$ cat src/rtl/seq_multiplier.sv
// Sequential radix-2 shift-add unsigned multiplier with a start/busy/done handshake.
// It produces one partial product per clock, so an operation takes WIDTH cycles.
module seq_multiplier #(
   parameter int unsigned WIDTH = 4
) (
   input  logic             clk,
   input  logic             rst_n,
   input  logic             start,
   input  logic [WIDTH-1:0] A,
   input  logic [WIDTH-1:0] B,
   output logic             busy,
   output logic             done,
   output logic [WIDTH-1:0] product_low,
   output logic [WIDTH-1:0] product_high
);

   localparam int unsigned CntW = $clog2(WIDTH);
   localparam logic [CntW-1:0] LastCnt = CntW'(WIDTH - 1);

   typedef enum logic [1:0] {StIdle, StRun, StDone} state_e;

   state_e           state_q, state_d;
   logic [WIDTH-1:0] mcand_q, mcand_d;
   logic [WIDTH-1:0] mplier_q, mplier_d;
   logic [WIDTH-1:0] acc_q, acc_d;
   logic [WIDTH-1:0] prod_lo_q, prod_lo_d;
   logic [WIDTH-1:0] prod_hi_q, prod_hi_d;
   logic [CntW-1:0]  count_q, count_d;
   logic [WIDTH:0]   sum;
   logic             accept;

   always_comb begin
      // WIDTH+1-bit adder keeps the carry that is shifted into the accumulator
      sum       = {1'b0, acc_q} + (mplier_q[0] ? {1'b0, mcand_q} : '0);
      accept    = start && (state_q != StRun);
      state_d   = state_q;
      mcand_d   = mcand_q;
      mplier_d  = mplier_q;
      acc_d     = acc_q;
      count_d   = count_q;
      prod_lo_d = prod_lo_q;
      prod_hi_d = prod_hi_q;
      unique case (state_q)
         StIdle, StDone: begin
            if (accept) begin
               mcand_d  = A;
               mplier_d = B;
               acc_d    = '0;
               count_d  = '0;
               state_d  = StRun;
            end else begin
               state_d  = StIdle;
            end
         end
         StRun: begin
            acc_d    = sum[WIDTH:1];
            mplier_d = {sum[0], mplier_q[WIDTH-1:1]};
            count_d  = count_q + CntW'(1);
            if (count_q == LastCnt) begin
               prod_hi_d = sum[WIDTH:1];
               prod_lo_d = {sum[0], mplier_q[WIDTH-1:1]};
               state_d   = StDone;
            end
         end
         default: state_d = StIdle;
      endcase
   end

   always_ff @(posedge clk) begin
      if (!rst_n) begin
         state_q   <= StIdle;
         mcand_q   <= '0;
         mplier_q  <= '0;
         acc_q     <= '0;
         count_q   <= '0;
         prod_lo_q <= '0;
         prod_hi_q <= '0;
      end else begin
         state_q   <= state_d;
         mcand_q   <= mcand_d;
         mplier_q  <= mplier_d;
         acc_q     <= acc_d;
         count_q   <= count_d;
         prod_lo_q <= prod_lo_d;
         prod_hi_q <= prod_hi_d;
      end
   end

   assign busy         = (state_q == StRun);
   assign done         = (state_q == StDone);
   assign product_low  = prod_lo_q;
   assign product_high = prod_hi_q;

endmodule

$ cat config.mk
export PLATFORM = sky130hd
export DESIGN_NAME = seq_multiplier
export DESIGN_NICKNAME = d
export VERILOG_FILES = /design/src/rtl/seq_multiplier.sv
export SDC_FILE = /design/constraint.sdc
export NUM_CORES = 1
export LEC_CHECK = 0
export ABC_CLOCK_PERIOD_IN_PS = 3800
export BUFFER_PORTS_ARGS = -buffer_cell sky130_fd_sc_hd__buf_2
export CORE_ASPECT_RATIO = 1.5
export CORE_UTILIZATION = 45
export DETAILED_ROUTE_END_ITERATION = 10
export PLACE_DENSITY = 0.79
export SYNTH_ARGS = -nofsm -noshare
export SYNTH_HDL_FRONTEND = slang
export SYNTH_SLANG_ARGS = --single-unit
$ cat constraint.sdc
create_clock -name clk -period 3.8 [get_ports clk]
set_input_delay 0.95 -clock clk [delete_from_list [all_inputs] [get_ports clk]]
set_output_delay 0.95 -clock clk [all_outputs]
set_load 0.1 [all_outputs]
Word level (Yosys, flattened, before mapping) --
Index checks and enable logic that the tools add are counted.
Word-level totals: register bits after elaboration 24, bits in latches 0, memory bits (writable) 0, memory bits (read-only) 0, input bits 11, output and inout bits 10, word-level logic and storage cells 32, memories 0
Cells by class: add/subtract/negate cells 2, multiply operators 0, divide/modulo/power cells 0, magnitude comparators 0, equality and inequality tests 6, shifts and indexed selects 0, mux-type cells 10, bitwise operators 0, reduce and logical (&&, ||, !) cells 7
Operators with widths (number):
- $pmux 4 s2 | 2
- $mux 4 | 3
- $pmux 2 s2 | 2
- $reduce_and 2->1 | 3
- $add 4x4->5 | 1
- $eq 2x2->1 const B | 2
- $mux 2 | 2
- $ne 2x1->1 const B | 2
- $add 2x1->2 const B | 1
- $eq 2x1->1 const B | 1
- $logic_not 2->1 | 1
- $ne 2x2->1 const B | 1
- $reduce_bool 2->1 | 1
- $reduce_or 2->1 | 1
- $logic_and 1x1->1 | 1
- $mux 1 | 1

Logic depth before layout (Yosys ltp) --
Gate-level depths: netlist (run 1).
word-level depth 4, gate-level depth with buffers 6, gate-level depth less buffers 6

Worst setup path before layout (run 1) --
No wires, ideal clock.
path kind register -> output, from register state_q[1], to output done, data arrival time 1.678 ns, data required time 2.850 ns, slack 1.172 ns, cell stages (with the launch flop) 2, buffers on the path 0, cells stage by stage dfxtp_1 -> nor2b_1
Between the ends: cells in the longest elaborated chain, start to end 1
RTL lines:
- start: declaration | line 22 | state_e state_q, state_d;
- start signal: assignment | line 71 | state_q <= StIdle;
- start signal: assignment | line 79 | state_q <= state_d;
- $eq 2x2->1 | line 90 | assign done = (state_q == StDone);
- end: declaration | line 12 | output logic done,
Every way passes these cells.

Final worst setup path (run 1) --
from register state_q[1], to output busy
Between the ends: cells in the longest elaborated chain, start to end 1
RTL lines:
- $eq 2x1->1 | line 89 | assign busy = (state_q == StRun);
- end: declaration | line 11 | output logic busy,
Every way passes these cells.

==> results of run 1 <==
==> stage by stage <==
step                      setup slack, ns  hold slack [ns]  utilization  total power, W
final                               1.077           0.4578       0.5506       0.0004987
after floorplan                     1.172           0.4305            -       0.0003084
after global placement              1.506           0.4386       0.5276       0.0003164
after CTS                           1.081           0.4608       0.5506       0.0005033
after detailed placement            1.460           0.4441       0.5276       0.0003184
after global routing               0.9641           0.4766       0.5506       0.0005163
==> flip-flops by register name, indices dropped and copies added, names as in the netlist <==
signal / flops
acc_q: 4
mcand_q: 4
mplier_q: 4
product_high: 4
product_low: 4
count_q: 2
state_q: 2
==> synth_stat cells <==
master	count	area share
dfxtp_1	24	0.43
nand2_1	24	0.080
a21boi_1	15	0.10
and2_1	6	0.033
nand3_1	6	0.027
ha_1	5	0.056
a22oi_1	4	0.027
a21o_1	3	0.020
and3_1	3	0.017
a2111oi_0	2	0.016
a21oi_1	2	0.0089
a311o_1	2	0.018
buf_2	2	0.0089
buf_4	2	0.013
clkbuf_1	2	0.0067
nand2b_1	2	0.011
nor2_1	2	0.0067
nor2b_1	2	0.011
o21a_1	2	0.013
o21ai_1	2	0.0089
and2b_1	1	0.0067
and3b_1	1	0.0078
buf_6	1	0.010
clkinv_2	1	0.0045
fa_1	1	0.018
nand3b_2	1	0.010
nand4_1	1	0.0056
nor3_1	1	0.0045
o211a_1	1	0.0089
o21ai_0	1	0.0045
xnor2_1	1	0.0078
==> worst max-delay path by stage <==
stage / endpoint / slack (ns)
after floorplan: done / 1.17
after global placement: busy / 1.51
after detailed placement: busy / 1.46
after CTS: busy / 1.08
after global routing: busy / 0.96
final: busy / 1.08
==> report_power, final <==
| group | internal [W] | total [W] | switching, W |
|---|---|---|---|
| Combinational | 0.0000163 | 0.0000476 | 0.0000313 |
| Clock | 0.000107 | 0.000186 | 0.0000790 |
| Sequential | 0.000260 | 0.000265 | 0.00000576 |
==> layout make-up <==
type,instances,share of cell area
Clock buffer,3,0.01789
Clock inverter,1,0.02386
Inverter,1,0.003976
Multi-Input combinational cell,91,0.4702
Sequential cell,24,0.3817
Tap cell,23,0.02286
Timing Repair Buffer,20,0.07952
==> metal layers <==
| metal | track usage | wire, um | vias up |
|---|---|---|---|
| met2 | 0.2784 | 1151 | 20 |
| met3 | 0.02006 | 62 | 7 |
| met1 | 0.2080 | 915 | 426 |
| met4 | 0.1172 | 79 | 0 |
| li1 | - | - | 462 |
| met5 | 0 | 0 | - |
==> layout by cell type, fill, tap and decap left out <==
cell type	synthesis	layout
nand2_1	24	24
xnor2_1	1	1
a21oi_1	2	2
nor2_1	2	2
dfxtp_1	24	24
and3b_1	1	1
o21ai_1	2	2
nor2b_1	2	2
clkbuf_4	0	3
clkinv_2	1	1
o21a_1	2	2
a2111oi_0	2	2
nand2b_1	2	2
o211a_1	1	1
a22oi_1	4	4
and2_1	6	6
nand3_1	6	6
bufinv_16	0	1
nand3b_2	1	1
and2b_1	1	1
a21boi_1	15	15
ha_1	5	5
a311o_1	2	2
a21o_1	3	3
fa_1	1	1
buf_2	2	20
and3_1	3	3
nor3_1	1	1
o21ai_0	1	1
nand4_1	1	1
==> cells by family (layout without fill, tap and decap cells) <==
family          Yosys count  after routing
compound gates           34             34
xor+xnor                  1              1
fa+ha+maj                 6              6
buf+inv                   8             25
flops                    24             24
simple gates             50             50
==> worst max-delay path: cells and delay by family (launching register included) <==
kind / cells / cell delay [ns]
buf+inv: 2 / 0.64
simple gates: 1 / 0.44
flops: 1 / 0.36
==> impl_results.md, run 1 <==
- Synth cell types: 31
- CP Launch Point: state_q[1]$_SDFFE_PN0P_
- Total GRT Usage: 0.1727
- Vias in the first global route: 846
- H-tree depth: 1
- Final setup viols: 0
- Status: finished, final reports clean
- Achievable frequency: 367.3 MHz
- Max Transition Viols Final: 0
- Slew @ Worst Pin: 0.5228 ns
- Pwr/cell area: 396.2 nW/um^2
- Iter 0 DRT Violations: 34
- Clock transition at the registers of the reported paths: 0.13 ns
- CTS Buffer Depth: 2
- Placed cell area: 1206 sq um
- Worst skew pair latency: 0.32 ns
- Final hold vios: 0
- Number of buffers added on ports: 20
- Adder-Cell Fraction of Synth Area: 0.07366
- Area of the multi-input gates: 591.8 sq um
- Drt drc: 0
- Setup TNS Final: 0 ns
- Setup slack, reg-to-reg: 2.03 ns
- Vias per inst: 5.613
- Post-synthesis mux area share: 0
- Pre-antenna DRT Iters: 4
- # rows: 21
- Die width: 42.76 um
- FF-to-FF Start: mplier_q[0]$_SDFFE_PN0P_
- Worst-case reg-to-reg path depth: 6
- Critical-path cell list: nand2b_1 -> clkinv_2 -> buf_2
- Max Cap Viol: 0
- Final net count: 158
- Unrepaired setup endpoints after global routing: no
- ANT cells: 0
- Post-DR wirelength/cell: 13.55 um
- Clock tree sinks: 24
- Gate Count Post-Synth: 123
- Period utilization: 0.7165
- Detail Route Antenna Nets: 0
- WL final: 2208 um
- Initial Util: 0.4904
- CTS buffer count: 3
- Placed cells: 159
- Slew headroom: 0.6515
- FF+latch area: 480.5 sq um
- Synthesized Nets: 140
- Setup CP Type: reg2out
- Quantity of hold-fixing buffers added after cts: 0
- Detailed placement HPWL: 1608 um
- Worst-path maximum fanout: 14
- CTS root buffer: clkbuf_4
- Mean Syn Cell Area: 9.114 sq um
- Slowest CP cell: nand2b_1
- # Post-CTS Setup Buffers: 0
- WHS Endpoint: product_high[0]$_SDFFE_PN0P_
- Synthesized area: 1121 sq um
- Launching element type of the critical path: flop
- Layout cell share with drive strength beyond 1: 0.1857
- Area Growth Syn to Fin: 12.28%
- Total number of vias: 915
- Synthesis-stage register bit count: 24
- Cells resized by post-CTS repair: 0
- Die Y: 63.13 um
- Synth Area in Compound Gates: 0.2254
- Worst hold path startpoint: product_high[0]$_SDFFE_PN0P_
- Residual overflow from global routing: 0
- Hold depth: 2
- CTS tree: done
- Slowest stage delay, CP: 0.44 ns
- Cell area after layout: 1259 sq um
- Seq/Total Area, Yosys: 0.4286
- Arr. time, crit path: 1.77 ns
- Shortest period the worst path allows: 2.723 ns
- Main combinational cell family by area after synthesis: compound AO/OA/AOI/OAI gates
- Worst vdd rail ir drop: 0.2614 mV
- Boundary pin count: 21
- Initial antenna violation count: 0
- Core footprint: 2286 sq um
- Die Footprint: 2699 sq um
- Synth warn: 0
- Cell Count, Final, Fillers Out: 163
- Global-route wire length before repair: 3553 um
- CP endpoint kind: output port
- Largest net degree at the start of global routing: 28
- Clock skew: 0.001636 ns
- HP Class: reg2reg
- Final RePlAce weighted congestion: 0.8081
- Fillers: 223
- Synth Area in XOR/XNOR: 0.007813
- Worst EP required: 2.85 ns
- Worst R2R End: acc_q[1]$_SDFFE_PN0P_
- Leakage power: 0.5903 nW
- Post-Synth Simple-Gate Area: 0.2210
No activity file was read; power rests on OpenSTA's default activity.
==> run 2, diff against run 1 <==
ABC_CLOCK_PERIOD_IN_PS = 2580   (was 3800)
clock period = 2.58 ns   (was 3.8 ns; I/O delays follow)
==> impl_results.md, run 2 (synthesis results as in run 1) <==
- Achievable frequency: 478.1 MHz
- Global-route wire length before repair: 3781 um (+6.4%)
- Initial antenna violation count: 0 (unchanged)
- Clock tree sinks: 24 (unchanged)
- CP Launch Point: state_q[0]$_SDFFE_PN0P_
- Initial Util: 0.4904 (unchanged)
- Shortest period the worst path allows: 2.091 ns
- Placed cells: 160 (+0.63%)
- Leakage power: 0.5878 nW (-0.41%)
- CTS Buffer Depth: 2 (unchanged)
- Drt drc: 0 (unchanged)
- CP endpoint kind: output port
- Fin util: 0.5468 (-0.003831)
- Worst-case reg-to-reg path depth: 6 (unchanged)
- Die Footprint: 2699 sq um (unchanged)
- Post-DR wirelength/cell: 13.66 um (+0.88%)
- Total number of vias: 954 (+4.3%)
- Slew @ Worst Pin: 0.5054 ns (-0.01737 ns)
- Setup slack, reg-to-reg: 0.85 ns (-1.18 ns)
- Launching element type of the critical path: flop
- Cell Count, Final, Fillers Out: 164 (+0.61%)
- Clock skew: 0.001100 ns (-0.0005367 ns)
- Layout cell share with drive strength beyond 1: 0.1915 (+0.005775)
- Worst R2R End: acc_q[1]$_SDFFE_PN0P_
- Slew headroom: 0.6631 (+0.01158)
- Detail Route Antenna Nets: 0 (unchanged)
- Iter 0 DRT Violations: 18 (-47%)
- Final hold vios: 0 (unchanged)
- Detailed placement HPWL: 1606 um (about the same)
- Cells resized by post-CTS repair: 0 (unchanged)
- Vias in the first global route: 884 (+4.5%)
- ANT cells: 0 (unchanged)
- Largest net degree at the start of global routing: 28 (unchanged)
- Boundary pin count: 21 (unchanged)
- Die width: 42.76 um (unchanged)
- Pwr/cell area: 530.2 nW/um^2 (+34%)
- Crit path to: busy
- Setup TNS Final: 0 ns (unchanged)
- WL final: 2241 um (+1.5%)
- Vias per inst: 5.817 (+3.6%)
- CTS tree: done
- Die Y: 63.13 um (unchanged)
- Core footprint: 2286 sq um (unchanged)
- Final net count: 159 (+0.63%)
- Number of buffers added on ports: 20 (unchanged)
- Period utilization: 0.8106
- Residual overflow from global routing: 0 (unchanged)
- Hold_ws: 0.4600 ns (+0.002131 ns)
- Most frequent cells in the layout: nand2_1, dfxtp_1, buf_2
- Quantity of hold-fixing buffers added after cts: 0 (unchanged)
- Total GRT Usage: 0.1838 (+0.01108)
- # rows: 21 (unchanged)
- Unrepaired setup endpoints after global routing: no
- Max Cap Viol: 0 (unchanged)
- Worst hold path startpoint: product_low[2]$_SDFFE_PN0P_
- Setup CP Type: reg2out
- Pre-antenna DRT Iters: 4 (unchanged)
- FF-to-FF Start: mplier_q[0]$_SDFFE_PN0P_
- Arr. time, crit path: 1.45 ns (-0.32 ns)
- Final setup viols: 0 (unchanged)
- Max Transition Viols Final: 0 (unchanged)
- # Post-CTS Setup Buffers: 0 (unchanged)
- Status: finished, final reports clean
- Area Growth Syn to Fin: 11.50%
- Worst-path maximum fanout: 10 (-4)
- HP Class: reg2reg
- Worst vdd rail ir drop: 0.3739 mV (+43%)
- Clock transition at the registers of the reported paths: 0.13 ns (about the same)
- Worst skew pair latency: 0.32 ns (about the same)
- H-tree depth: 1 (unchanged)
- Hold depth: 2 (unchanged)
- Final RePlAce weighted congestion: 0.8005 (-0.94%)
- Worst EP required: 1.93 ns (-0.92 ns)
- CTS buffer count: 3 (unchanged)
- CTS root buffer: clkbuf_4
-- run 2: cell count changes in the layout (fill, tap and decap cells not counted) --
cell	previous run	this run
buf_4	0	1
bufinv_16	1	0
clkbuf_8	0	1
-- run 2: final cells by class --
| type | instances | area [sq um] |
|---|---|---|
| well taps | 23 | 28.78 |
| clock buffers | 4 | 36.28 |
| inverters | 1 | 5.005 |
| flip-flops and latches | 24 | 480.5 |
| multi-input cells | 91 | 591.8 |
| repair buffers | 21 | 107.6 |
| fillers | 210 | 1036 |
-- run 2: power breakdown --
part           switching [W]  total (W)  leakage (nW)  internal [W]
Sequential        0.00000810   0.000390         0.195      0.000382
Clock               0.000113   0.000199        0.0210     0.0000864
Combinational      0.0000475  0.0000731         0.372     0.0000256
-- run 2: worst min path at each step --
stage	to
floorplan	mcand_q[0]$_SDFFE_PN0P_
global placement	mcand_q[0]$_SDFFE_PN0P_
detailed placement	product_low[2]$_SDFFE_PN0P_
CTS	product_low[2]$_SDFFE_PN0P_
global route	product_high[0]$_SDFFE_PN0P_
finish	product_low[2]$_SDFFE_PN0P_
-- run 2: metrics by stage --
step | setup WS (ns) | total power (W) | area [sq um]
global placement | 0.8687 | 0.0004681 | 1214
detailed placement | 0.8531 | 0.0004706 | 1214
CTS | 0.4839 | 0.0006659 | 1250
global route | 0.4323 | 0.0006902 | 1250
finish | 0.4886 | 0.0006628 | 1250
floorplan | 0.2571 | 0.0004542 | 1121
-- run 2: per-layer routing --
metal  wire (um)  track usage  part of all wire  vias to the layer above
li1            -            -                 -                      467
met1         929       0.2047              0.41                      460
met2        1184       0.3295              0.53                       22
met3          77      0.02865             0.034                        5
met4          49      0.08203             0.022                        0
met5           0            0                 0                        -
-- run 2: worst max-delay path, cell delays in order (launching register included) --
cell and delay (ns):
dfxtp_1 0.42, nand2b_1 0.12, clkinv_2 0.14, buf_2 0.45
